## config.mk

```make
export PLATFORM = sky130hd
export DESIGN_NAME = morse_seq_detector
export DESIGN_NICKNAME = d
export VERILOG_FILES = /design/src/rtl/morse_pkg.sv /design/src/rtl/morse_idle_timer.sv /design/src/rtl/morse_seq_detector.sv
export SDC_FILE = /design/constraint.sdc
export NUM_CORES = 1
export LEC_CHECK = 0
export CORE_ASPECT_RATIO = 1.75
export CORE_UTILIZATION = 45
export DETAILED_ROUTE_END_ITERATION = 7
export DONT_BUFFER_PORTS = 1
export PLACE_DENSITY = 0.7
export SLEW_MARGIN = 20
export SYNTH_ARGS = -nofsm -noshare
export SYNTH_HDL_FRONTEND = slang
export SYNTH_HIERARCHICAL = 1
export SYNTH_SLANG_ARGS = --single-unit
```

## constraint.sdc

```tcl
create_clock -name clk -period 3.9 [get_ports clk]
set_input_delay 0.39 -clock clk [delete_from_list [all_inputs] [get_ports clk]]
set_output_delay 0.39 -clock clk [all_outputs]
set_load 0.02 [all_outputs]
```

## src/rtl/morse_pkg.sv

```systemverilog
// Shared Morse symbol codes and the default SOS pattern.
// Also used by dash_dot and sos_detector.
package morse_pkg;

    localparam logic [1:0] SYM_DOT     = 2'b00;
    localparam logic [1:0] SYM_ILLEGAL = 2'b01;
    localparam logic [1:0] SYM_SPACE   = 2'b10;
    localparam logic [1:0] SYM_DASH    = 2'b11;

    localparam int SOS_LEN = 11;

    // Oldest symbol in the top pair, newest in [1:0].
    localparam logic [21:0] SOS_PATTERN = {
        SYM_DOT,  SYM_DOT,  SYM_DOT,  SYM_SPACE,
        SYM_DASH, SYM_DASH, SYM_DASH, SYM_SPACE,
        SYM_DOT,  SYM_DOT,  SYM_DOT
    };

    function automatic logic is_illegal(input logic [1:0] s);
        return s == SYM_ILLEGAL;
    endfunction

endpackage

```

## src/rtl/morse_idle_timer.sv

```systemverilog
// Idle-cycle counter; expire pulses on the TIMEOUT-th
// consecutive run cycle and the count restarts from 0.
module morse_idle_timer #(
    parameter int TIMEOUT = 1024
) (
    input  logic clk,
    input  logic rst_n,
    input  logic run,
    input  logic clear,
    output logic expire
);

    localparam int CW = $clog2(TIMEOUT);
    localparam logic [CW-1:0] LAST = CW'(TIMEOUT - 1);

    logic [CW-1:0] count;

    assign expire = run && !clear && (count == LAST);

    always_ff @(posedge clk) begin
        if (!rst_n || clear || expire) begin
            count <= '0;
        end else if (run) begin
            count <= count + 1'b1;
        end
    end

endmodule

```

## src/rtl/morse_seq_detector.sv

```systemverilog
// Programmable Morse pattern matcher over the dash_dot symbol
// stream, with idle flush, overlap mode and saturating counter.
module morse_seq_detector
    import morse_pkg::*;
#(
    parameter int MAX_SYMS = 16,
    parameter int CNT_W    = 8,
    parameter int TIMEOUT  = 1024,
    parameter int OVERLAP  = 1,
    parameter int LEN_W    = $clog2(MAX_SYMS + 1)
) (
    input  logic                  clk,
    input  logic                  rst_n,
    input  logic                  enable,
    input  logic                  sym_valid,
    input  logic [1:0]            sym,
    input  logic                  cfg_we,
    input  logic [LEN_W-1:0]      cfg_len,
    input  logic [2*MAX_SYMS-1:0] cfg_pattern,
    output logic                  match,
    output logic [CNT_W-1:0]      match_count,
    output logic [2*MAX_SYMS-1:0] history,
    output logic [LEN_W-1:0]      fill,
    output logic                  err_illegal
);

    localparam int HW = 2 * MAX_SYMS;
    localparam logic [LEN_W-1:0] FULL    = LEN_W'(MAX_SYMS);
    localparam logic [CNT_W-1:0] CNT_MAX = '1;
    localparam logic [LEN_W-1:0] RST_LEN =
        (SOS_LEN > MAX_SYMS) ? FULL : LEN_W'(SOS_LEN);
    localparam logic [HW-1:0] RST_PAT = HW'(SOS_PATTERN);

    logic [LEN_W-1:0] len_q;
    logic [HW-1:0]    pattern_q;
    logic [HW-1:0]    cmp_mask;
    logic [HW-1:0]    hist_shift;
    logic [LEN_W-1:0] fill_inc;
    logic [LEN_W-1:0] len_clamped;
    logic             attempt;
    logic             accept;
    logic             illegal;
    logic             hit;
    logic             timer_run;
    logic             timer_clear;
    logic             expire;

    // Configuration takes priority over any symbol on the same cycle.
    assign attempt = enable && sym_valid && !cfg_we;
    assign accept  = attempt && !is_illegal(sym);
    assign illegal = attempt && is_illegal(sym);

    assign hist_shift  = {history[HW-3:0], sym};
    assign fill_inc    = (fill == FULL) ? fill : fill + 1'b1;
    assign len_clamped = (cfg_len > FULL) ? FULL : cfg_len;

    always_comb begin
        cmp_mask = '0;
        for (int i = 0; i < MAX_SYMS; i++) begin
            if (i < int'(len_q)) begin
                cmp_mask[2*i +: 2] = 2'b11;
            end
        end
    end

    // Compare against the history as it will look after this accept.
    assign hit = accept
              && (len_q != '0)
              && (fill_inc >= len_q)
              && (((hist_shift ^ pattern_q) & cmp_mask) == '0);

    assign timer_run   = enable && (fill != '0);
    assign timer_clear = !enable || sym_valid || cfg_we || (fill == '0);

    morse_idle_timer #(
        .TIMEOUT(TIMEOUT)
    ) u_idle_timer (
        .clk   (clk),
        .rst_n (rst_n),
        .run   (timer_run),
        .clear (timer_clear),
        .expire(expire)
    );

    always_ff @(posedge clk) begin
        if (!rst_n) begin
            len_q       <= RST_LEN;
            pattern_q   <= RST_PAT;
            history     <= '0;
            fill        <= '0;
            err_illegal <= 1'b0;
            match       <= 1'b0;
            match_count <= '0;
        end else if (cfg_we) begin
            len_q       <= len_clamped;
            pattern_q   <= cfg_pattern;
            history     <= '0;
            fill        <= '0;
            err_illegal <= 1'b0;
            match       <= 1'b0;
        end else if (illegal) begin
            history     <= '0;
            fill        <= '0;
            err_illegal <= 1'b1;
            match       <= 1'b0;
        end else if (accept) begin
            match <= hit;
            if (hit && match_count != CNT_MAX) begin
                match_count <= match_count + 1'b1;
            end
            if (hit && OVERLAP == 0) begin
                history <= '0;
                fill    <= '0;
            end else begin
                history <= hist_shift;
                fill    <= fill_inc;
            end
        end else begin
            match <= 1'b0;
            if (expire) begin
                history <= '0;
                fill    <= '0;
            end
        end
    end

endmodule

```

# After elaboration in Yosys (flattened, before gate mapping)
# Cells that the tools add are included.
# Widths: inputs -> output; s select.
# word_totals
regBits	94
input_bits	44
output_inout_bits	47
wordCells	91
# op_classes
add_sub_neg	3
n_lt_le_gt_ge	18
eq_ne	4
muxes	22
n_bitwise	6
n_reduce_logical	30
# ops
operator	n
$mux 32	2
$lt 4x5->1 const A	8
$and 32x32->32	1
$logic_not 32->1	1
$mux 2	16
$xor 32x32->32	1
$lt 3x5->1 const A	4
$mux 5	4
$logic_and 1x1->1	11
$add 10x1->10 const B	1
$eq 10x10->1 const B	1
$lt 1x5->1 const A	2
$lt 2x5->1 const A	2
$reduce_bool 5->1	2
$add 8x1->8 const B	1
$ne 8x8->1 const B	1
$add 5x1->5 const B	1
$eq 5x5->1 const B	1
$ge 5x5->1	1
$gt 5x5->1 const B	1
$logic_not 1->1	5
$logic_not 5->1	1
$logic_or 1x1->1	5
$not 1->1	4
6 further kinds	6

# Longest topological paths before layout
# Gate-level depths: netlist of run 1.
# logic_depth
ltp_word	9
depth_mapped	14

# Cells and area by module
# The synthesis of run 1 kept the hierarchy.
# by_module_without_submodules
module	n_inst	cells_per_inst	area_per_inst_um2	seq_area_each_um2
morse_seq_detector	1	446	3935.0	1681.6
morse_idle_timer	1	53	466.7	200.2

# Worst setup path after synthesis of run 1
# Ideal clock, no wire load.
# synth_timing
kind	register to register
startpoint	register fill[0]
endpoint	register match_count[7]
setup_ns	0.071
arrival_ns	2.838
required_ns	3.829
slack_ns	0.992
path_stages_with_launch	15
n_path_buf	0
cell_sequence	dfxtp_1 -> inv_1 -> ha_1 -> inv_1 -> nor4b_1 -> xnor2_1 -> ha_1 -> nand2b_1 -> a21o_1 -> a21oi_1 -> o21ai_0 -> and3_1 -> nand3_4 -> or3_1 -> a21oi_1
# synth_via
elab_chain_cells	7
word_cells_on_any_way	8
# synth_rtl
element	line_no	rtl
from (decl)	morse_seq_detector.sv:23	output logic [LEN_W-1:0] fill,
from (signal assigned)	morse_seq_detector.sv:116	fill <= fill_inc;
$add 5x1->5 / $eq 5x5->1 (equally long branches)	morse_seq_detector.sv:54	assign fill_inc = (fill == FULL) ? fill : fill + 1'b1;
$mux 5 (*)	morse_seq_detector.sv:54	
$ge 5x5->1 (*)	morse_seq_detector.sv:69	&& (fill_inc >= len_q)
$logic_and 1x1->1 (*)	morse_seq_detector.sv:69	
$logic_and 1x1->1 (*)	morse_seq_detector.sv:70	&& (((hist_shift ^ pattern_q) & cmp_mask) == '0);
$logic_and 1x1->1 (*)	morse_seq_detector.sv:108	if (hit && match_count != CNT_MAX) begin
$reduce_and 4->1 (no line) (*)	n/a	
to (signal assigned)	morse_seq_detector.sv:109	match_count <= match_count + 1'b1;
to (decl)	morse_seq_detector.sv:21	output logic [CNT_W-1:0] match_count,
# Every way passes the cells marked *; elsewhere a longest branch is shown, timed or not.
# A chain may end at the register's enable or synchronous reset.

# Worst setup path in the final report of run 1
# layout_timing
startpoint	register fill[0]
endpoint	register match_count[6]
# Same word-level chain as after synthesis.

==> flow_summary_export.csv, run 1 <==
group,metric,value,unit
synthesis,yosys_warnings,6,
power,ir_drop,0.000255,V
floorplanning,pin_count,91,
setup_path,worstSetupPathType,"flop to flop",
final_layout,final_cells,614,
sta,slew_violations,0,
setup_path,crit_buf_inv,2,
synthesis,synth_ff_type,"dfxtp_1",
placed_design,dpl.hpwl,7670,um
power,pwr-share-seq,0.502,
grt,met1_usage,0.226,
clock_network,cts.clk_slew.worst_paths,0.07,ns
detailed_routing,drt_first_pass_iters,5,
setup_path,arrival,3.59,ns
synthesis,synth_area_per_cell,8.82,sq um
synthesis,syn-cell-area,0.00440,sq mm
setup_path,critPathMaxFanout,8,
grt,grt_antenna_before_repair,0,
setup_path,crit_path_max_incr_delay,0.69,ns
sta,rsz0062_at_grt,"false",
detailed_routing,wire_per_inst,17.7,um
clock_network,cts_root_buf,"clkbuf_16",
synthesis,synth_nets,552,
grt,grt_util_met3,0.0566,
outcome,outcome,"finished, final reports clean",
floorplanning,fp.dieArea,0.0102,sq mm
synthesis,synthTopCellsByArea,"dfxtp_1 43%, mux2i_1 8.0%, nor2_1 6.8%",
setup_path,critPathSlowestCell,"nor4b_1",
clock_network,h-tree-depth,3,
final_layout,nets,540,
clock_network,cts_resized,0,
grt,grt_pass1_vias,3534,
run,max-cap-violations,0,
final_layout,drive_gt1_frac,0.0630,
grt,top_usage_layer,"met2",
synthesis,yosys-top-cells-count,"94 x dfxtp_1, 80 x nor2_1, 53 x a21oi_1, 35 x and3_1, 35 x mux2i_1",
sta,post-route-period-util,0.850,
synthesis,synthCells,499,
synthesis,seq_area_frac_synth,0.428,
clock_network,clk-insertion-delay-late,0.35,ns
power,switching_share,0.230,
placed_design,gp_congestion,0.804,
sta,fmax,302,MHz
setup_path,critPathTopFamily,"simple AND/OR/NAND/NOR gates",
grt,grt_pass1_wl,17800,um
power,switchingPower,463,uW
sta,finalSetupTns,0,ns
grt,track_usage,0.223,
detailed_routing,drt_first_iter_violations,241,
detailed_routing,drt-total-wl,10800,um
power,combPwrFrac,0.059,
setup_path,end_kind,"flop",
setup_path,worstPathRequired,4.18,ns
power,powerDensity,422,mW/mm^2
clock_network,cts_sinks,94,
placed_design,dp.cells,598,
clock_network,tritoncts,"built",
setup_path,crit_chain,"inv_1, ha_1, inv_1, nor4b_1, xnor2_1, ha_1, nand2b_1, a21o_1, a21oi_1, o21ai_0, and3_1, nand3_4, or3_1, a21oi_1",
detailed_routing,vias_per_cell,5.76,
clock_network,clockBufferDepth,2,
synthesis,ys_ff_latch,94,
power,p_clk_frac,0.439,
synthesis,synth-async-reset-ratio,0,
worst_hold_path,hp-class,"primary input to flop",
final_layout,area_growth,8.33,%
final_layout,antenna_cells,0,
placed_design,io_buffer_count,0,
synthesis,synth_edf_count,0,
floorplanning,num_rows,47,
synthesis,yosysTopAreaCellShare,0.428,
grt,globalRouteOverflowTotal,0,
clock_network,cts_made_buffers,9,
floorplanning,core,0.00947,sq mm
floorplanning,die_height,133,um
grt,grt_max_degree,48,
power,p_leak,0.00197,uW
synthesis,synth_cell_type_count,51,
power,p_int,1550,uW
grt,met2_usage,0.422,
detailed_routing,post-route-drc-count,0,
sta,period_needed,3.31,ns
sta,setup_viol,0,
setup_path,crit_path_start_kind,"flop",
sta,worst_pin_slew,1.01,ns
sta,slew_headroom,0.328,
sta,hold_violations,0,
detailed_routing,vias,3538,
clock_network,holdBufCountCts,0,
floorplanning,die_x,76.8,um
clock_network,post_cts_buffers,0,
floorplanning,start_util,0.465,
synthesis,synth_top_area_cell,"dfxtp_1",
detailed_routing,antenna_left,0,
sta,clock-skew-final,0.00996,ns
synthesis,synth.most_common_cell,"dfxtp_1",
==> worst reg2reg max path: cells and delay by family (launching register included) <==
| family | cells | cell delay (ns) |
|---|---|---|
| AND/OR/NAND/NOR | 5 | 1.58 |
| AO/OA/AOI/OAI | 4 | 0.45 |
| adder cells (fa/ha/maj) | 2 | 0.45 |
| flip-flops | 1 | 0.43 |
| buffers and inverters | 2 | 0.20 |
| XOR/XNOR | 1 | 0.14 |
==> layer usage <==
metal | part of all wire | routed length, um | up-vias
li1 | - | - | 1713
met1 | 0.38 | 4070 | 1702
met2 | 0.54 | 5870 | 103
met3 | 0.059 | 637 | 20
met4 | 0.024 | 263 | 0
met5 | 0 | 0 | -
==> registers in the layout, indices dropped and copies added, names as in the netlist <==
name / cells
pattern_q: 32
err_illegal: 1
u_idle_timer/count: 10
len_q: 5
match: 1
match_count: 8
fill: 5
history: 32
==> through the flow <==
step | setup WS [ns] | hold slack [ns] | total power [uW] | utilization | area [sq um]
after floorplan | 0.992 | 0.451 | 1130 | - | 4400
after global routing | 0.295 | 0.0936 | 2090 | 0.504 | 4770
after CTS | 0.609 | 0.0891 | 2030 | 0.504 | 4770
after global placement | 0.792 | 0.455 | 1150 | 0.472 | 4470
after detailed placement | 0.618 | 0.459 | 1150 | 0.472 | 4470
final | 0.586 | 0.104 | 2010 | 0.504 | 4770
==> power groups by stage <==
| stage | logic, uW | clock network [uW] | registers, uW |
|---|---|---|---|
| CTS | 120 | 905 | 1010 |
| finish | 119 | 883 | 1010 |
| detailed placement | 120 | 0 | 1030 |
| global route | 131 | 943 | 1010 |
| floorplan | 113 | 0 | 1020 |
| global placement | 117 | 0 | 1030 |
==> layout make-up <==
class / instances / area (sq um)
clock buffer: 10 / 239
clock inverter: 6 / 61.3
fill: 881 / 4700
inverter: 11 / 41.3
multi-input combinational: 367 / 2360
sequential: 94 / 1880
tap: 122 / 153
timing repair buffer: 4 / 30.0
==> cells in the final DEF, fill, tap and decap left out, types with 3 or more instances in the layout <==
cell type | Yosys | final
a21oi_1 | 53 | 53
and3_1 | 35 | 35
buf_4 | 0 | 4
clkbuf_16 | 0 | 9
clkinv_2 | 0 | 3
dfxtp_1 | 94 | 94
ha_1 | 9 | 9
inv_1 | 10 | 10
mux2i_1 | 35 | 35
nand2_1 | 23 | 23
nand3_1 | 10 | 10
nand4_1 | 7 | 7
nor2_1 | 80 | 79
nor3_1 | 5 | 5
nor4_1 | 6 | 6
o21ai_0 | 10 | 10
o221ai_1 | 3 | 3
or3_1 | 7 | 7
xnor2_1 | 18 | 18
xor2_1 | 26 | 26
==> final timing paths <==
| kind | start | endpoint | slack [ns] | cells past startpoint |
|---|---|---|---|---|
| setup / recovery | fill[0] | match_count[6] | 0.59 | 14 |
| hold / removal | rst_n | pattern_q[12] | 0.10 | 1 |
| setup reg to reg | fill[0] | match_count[6] | 0.59 | 14 |
| hold reg to reg | pattern_q[10] | pattern_q[10] | 0.50 | 2 |
==> cell families (layout without fill, tap and decap cells) <==
group                      count (synthesis)  count (layout)  synth area share
AOI/OAI and AO/OA                         87              87             0.122
xor gates and xnor gates                  44              44            0.0875
adders and majority gates                  9               9            0.0256
buffers and inverters                     38              31            0.0364
DFF                                       94              94             0.428
muxes                                     35              35            0.0796
and+or+nand+nor                          192             192             0.221
Note: power is estimated with default switching activity, not from simulation.
==> run 2, diff against run 1 <==
Settings changed: PLACE_DENSITY 0.7 to 0.72.
Clock period 3.9 ns to 2.9 ns, I/O delays scaled along.
==> flow_summary_export.csv, run 2 (same netlist as run 1, synthesis figures left out) <==
group,metric,value,unit
outcome,outcome,"finished, final reports clean",
detailed_routing,drt-total-wl,11000,um
detailed_routing,drt_first_iter_violations,255,
worst_hold_path,hold_path.startpoint,"rst_n",
grt,grt_pass1_wl,18200,um
grt,met1_usage,0.241,
sta,post-route-period-util,0.917,
power,p_leak,0.00208,uW
final_layout,stdcell_area,0.00494,sq mm
placed_design,dpl.hpwl,7960,um
grt,globalRouteOverflowTotal,0,
floorplanning,core,0.00947,sq mm
grt,grt_pass1_vias,3577,
final_layout,reg_top3,"history x32, pattern_q x32, u_idle_timer/count x10",
sta,worst_pin_slew,0.933,ns
power,powerDensity,541,mW/mm^2
sta,fmax,376,MHz
sta,clock-skew-final,0.00798,ns
clock_network,cts_sinks,94,
sta,period_needed,2.66,ns
setup_path,crit_path_start_kind,"flop",
final_layout,antenna_cells,0,
setup_path,arrival,2.85,ns
placed_design,io_buffer_count,0,
setup_path,crit_path_max_incr_delay,0.35,ns
sta,hold_violations,0,
setup_path,reg2reg_depth,12,
clock_network,clk-insertion-delay-late,0.34,ns
setup_path,critPathTopFamily,"simple AND/OR/NAND/NOR gates",
worst_hold_path,hold_depth,1,
sta,slew_headroom,0.378,
setup_path,crit_chain,"inv_1, ha_1, inv_1, o41a_1, nand4_1, nor4_1, buf_4, inv_1, buf_4, and3_1, a21oi_1, nor2_1",
setup_path,path_common_cell,"inv_1",
setup_path,reg2reg_from,"fill[0]",
grt,grt_util_met3,0.0572,
setup_path,critPathSlowestCell,"o41a_1",
setup_path,r2r_setup_slack,0.24,ns
clock_network,cts_made_buffers,9,
worst_hold_path,hp-class,"primary input to flop",
final_layout,layout_commonest_cell,"dfxtp_1",
grt,grt_antenna_before_repair,0,
setup_path,worstPathRequired,3.09,ns
placed_design,gp_congestion,0.900,
clock_network,cts_root_buf,"clkbuf_16",
sta,rsz0062_at_grt,"false",
detailed_routing,wire_per_inst,17.3,um
final_layout,nets,560,
detailed_routing,vias_per_cell,5.68,
clock_network,h-tree-depth,3,
setup_path,end_kind,"flop",
power,ir_drop,0.000355,V
grt,track_usage,0.226,
setup_path,r2r-end,"history[14]",
final_layout,multi_input_area,0.00238,sq mm
grt,top_usage_layer,"met2",
sta,hold_slack,0.0155,ns
final_layout,finish.utilization,0.521,
final_layout,area_growth,12.1,%
detailed_routing,post-route-drc-count,0,
floorplanning,start_util,0.465,
sta,finalSetupTns,0,ns
floorplanning,num_rows,47,
worst_hold_path,worstHoldEndpoint,"pattern_q[12]",
run,max-cap-violations,0,
setup_path,crit_buf_inv,5,
setup_path,worstSetupPathType,"flop to flop",
detailed_routing,antenna_left,0,
sta,slew_violations,0,
floorplanning,pin_count,91,
final_layout,fill_cells,889,
floorplanning,die_x,76.8,um
clock_network,tritoncts,"built",
placed_design,dp_slack,0.0472,ns
clock_network,cts.clk_slew.worst_paths,0.06,ns
final_layout,drive_gt1_frac,0.102,
grt,grt_max_degree,48,
grt,met2_usage,0.402,
sta,final.setup.worst_slack,0.241,ns
setup_path,critPathMaxFanout,26,
floorplanning,die_height,133,um
final_layout,layout.cells.most_common_list,"94 x dfxtp_1, 79 x nor2_1, 53 x a21oi_1",
clock_network,clockBufferDepth,2,
placed_design,placed_area,0.00461,sq mm
sta,setup_viol,0,
floorplanning,fp.dieArea,0.0102,sq mm
detailed_routing,vias,3600,
final_layout,seq_area,0.00188,sq mm
detailed_routing,drt_first_pass_iters,4,
[run 2: cell count changes in the layout (fill, tap and decap cells not counted)]
cell / before / now
clkbuf_1: 0 / 1
clkinv_2: 3 / 1
bufinv_16: 1 / 0
o21ai_1: 0 / 1
nor4b_4: 0 / 1
o21ai_0: 10 / 9
buf_4: 4 / 24
and3_4: 0 / 1
and3_1: 35 / 34
clkbuf_8: 1 / 4
nor4b_1: 1 / 0
clkinvlp_4: 1 / 0
[run 2: worst max-delay path by stage]
stage	from	endpoint	cells past startpoint
global route	fill[0]	history[16]	12
global placement	fill[0]	match_count[5]	14
detailed placement	fill[0]	match_count[7]	14
CTS	fill[0]	match_count[7]	14
finish	fill[0]	history[14]	12
floorplan	fill[0]	match_count[7]	14
[run 2: what timing repair did]
action                     in CTS  in global routing
gates resized for setup         0                  4
hold buffers                    0                  0
hold endpoints to repair        0                  0
setup endpoints to repair       0                  8
buffers inserted                0                  2
[run 2: metal layers]
metal / share of wire / routed length, um / up-vias
met5: 0 / 0 / -
met4: 0.031 / 341 / 0
met3: 0.057 / 627 / 25
met2: 0.52 / 5740 / 102
met1: 0.39 / 4250 / 1711
li1: - / - / 1762
[run 2: report_power, final]
group	internal [uW]	switching [uW]	leakage, uW
sequential	1320	32.4	0.000765
combinational	71.2	89.9	0.00117
clock	675	478	0.000149
[run 2: area by class of cell]
| class | instances | area share |
|---|---|---|
| repair buffers | 24 | 0.0365 |
| flip-flops and latches | 94 | 0.381 |
| inverters | 11 | 0.00837 |
| well taps | 122 | 0.0309 |
| multi-input cells | 367 | 0.483 |
| clock buffers | 14 | 0.0575 |
| clock inverters | 2 | 0.00279 |
[run 2: through the flow]
stage	power, uW	std cells
floorplan	1520	499
global placement	1540	616
detailed placement	1550	616
CTS	2690	632
global route	2770	634
finish	2670	634
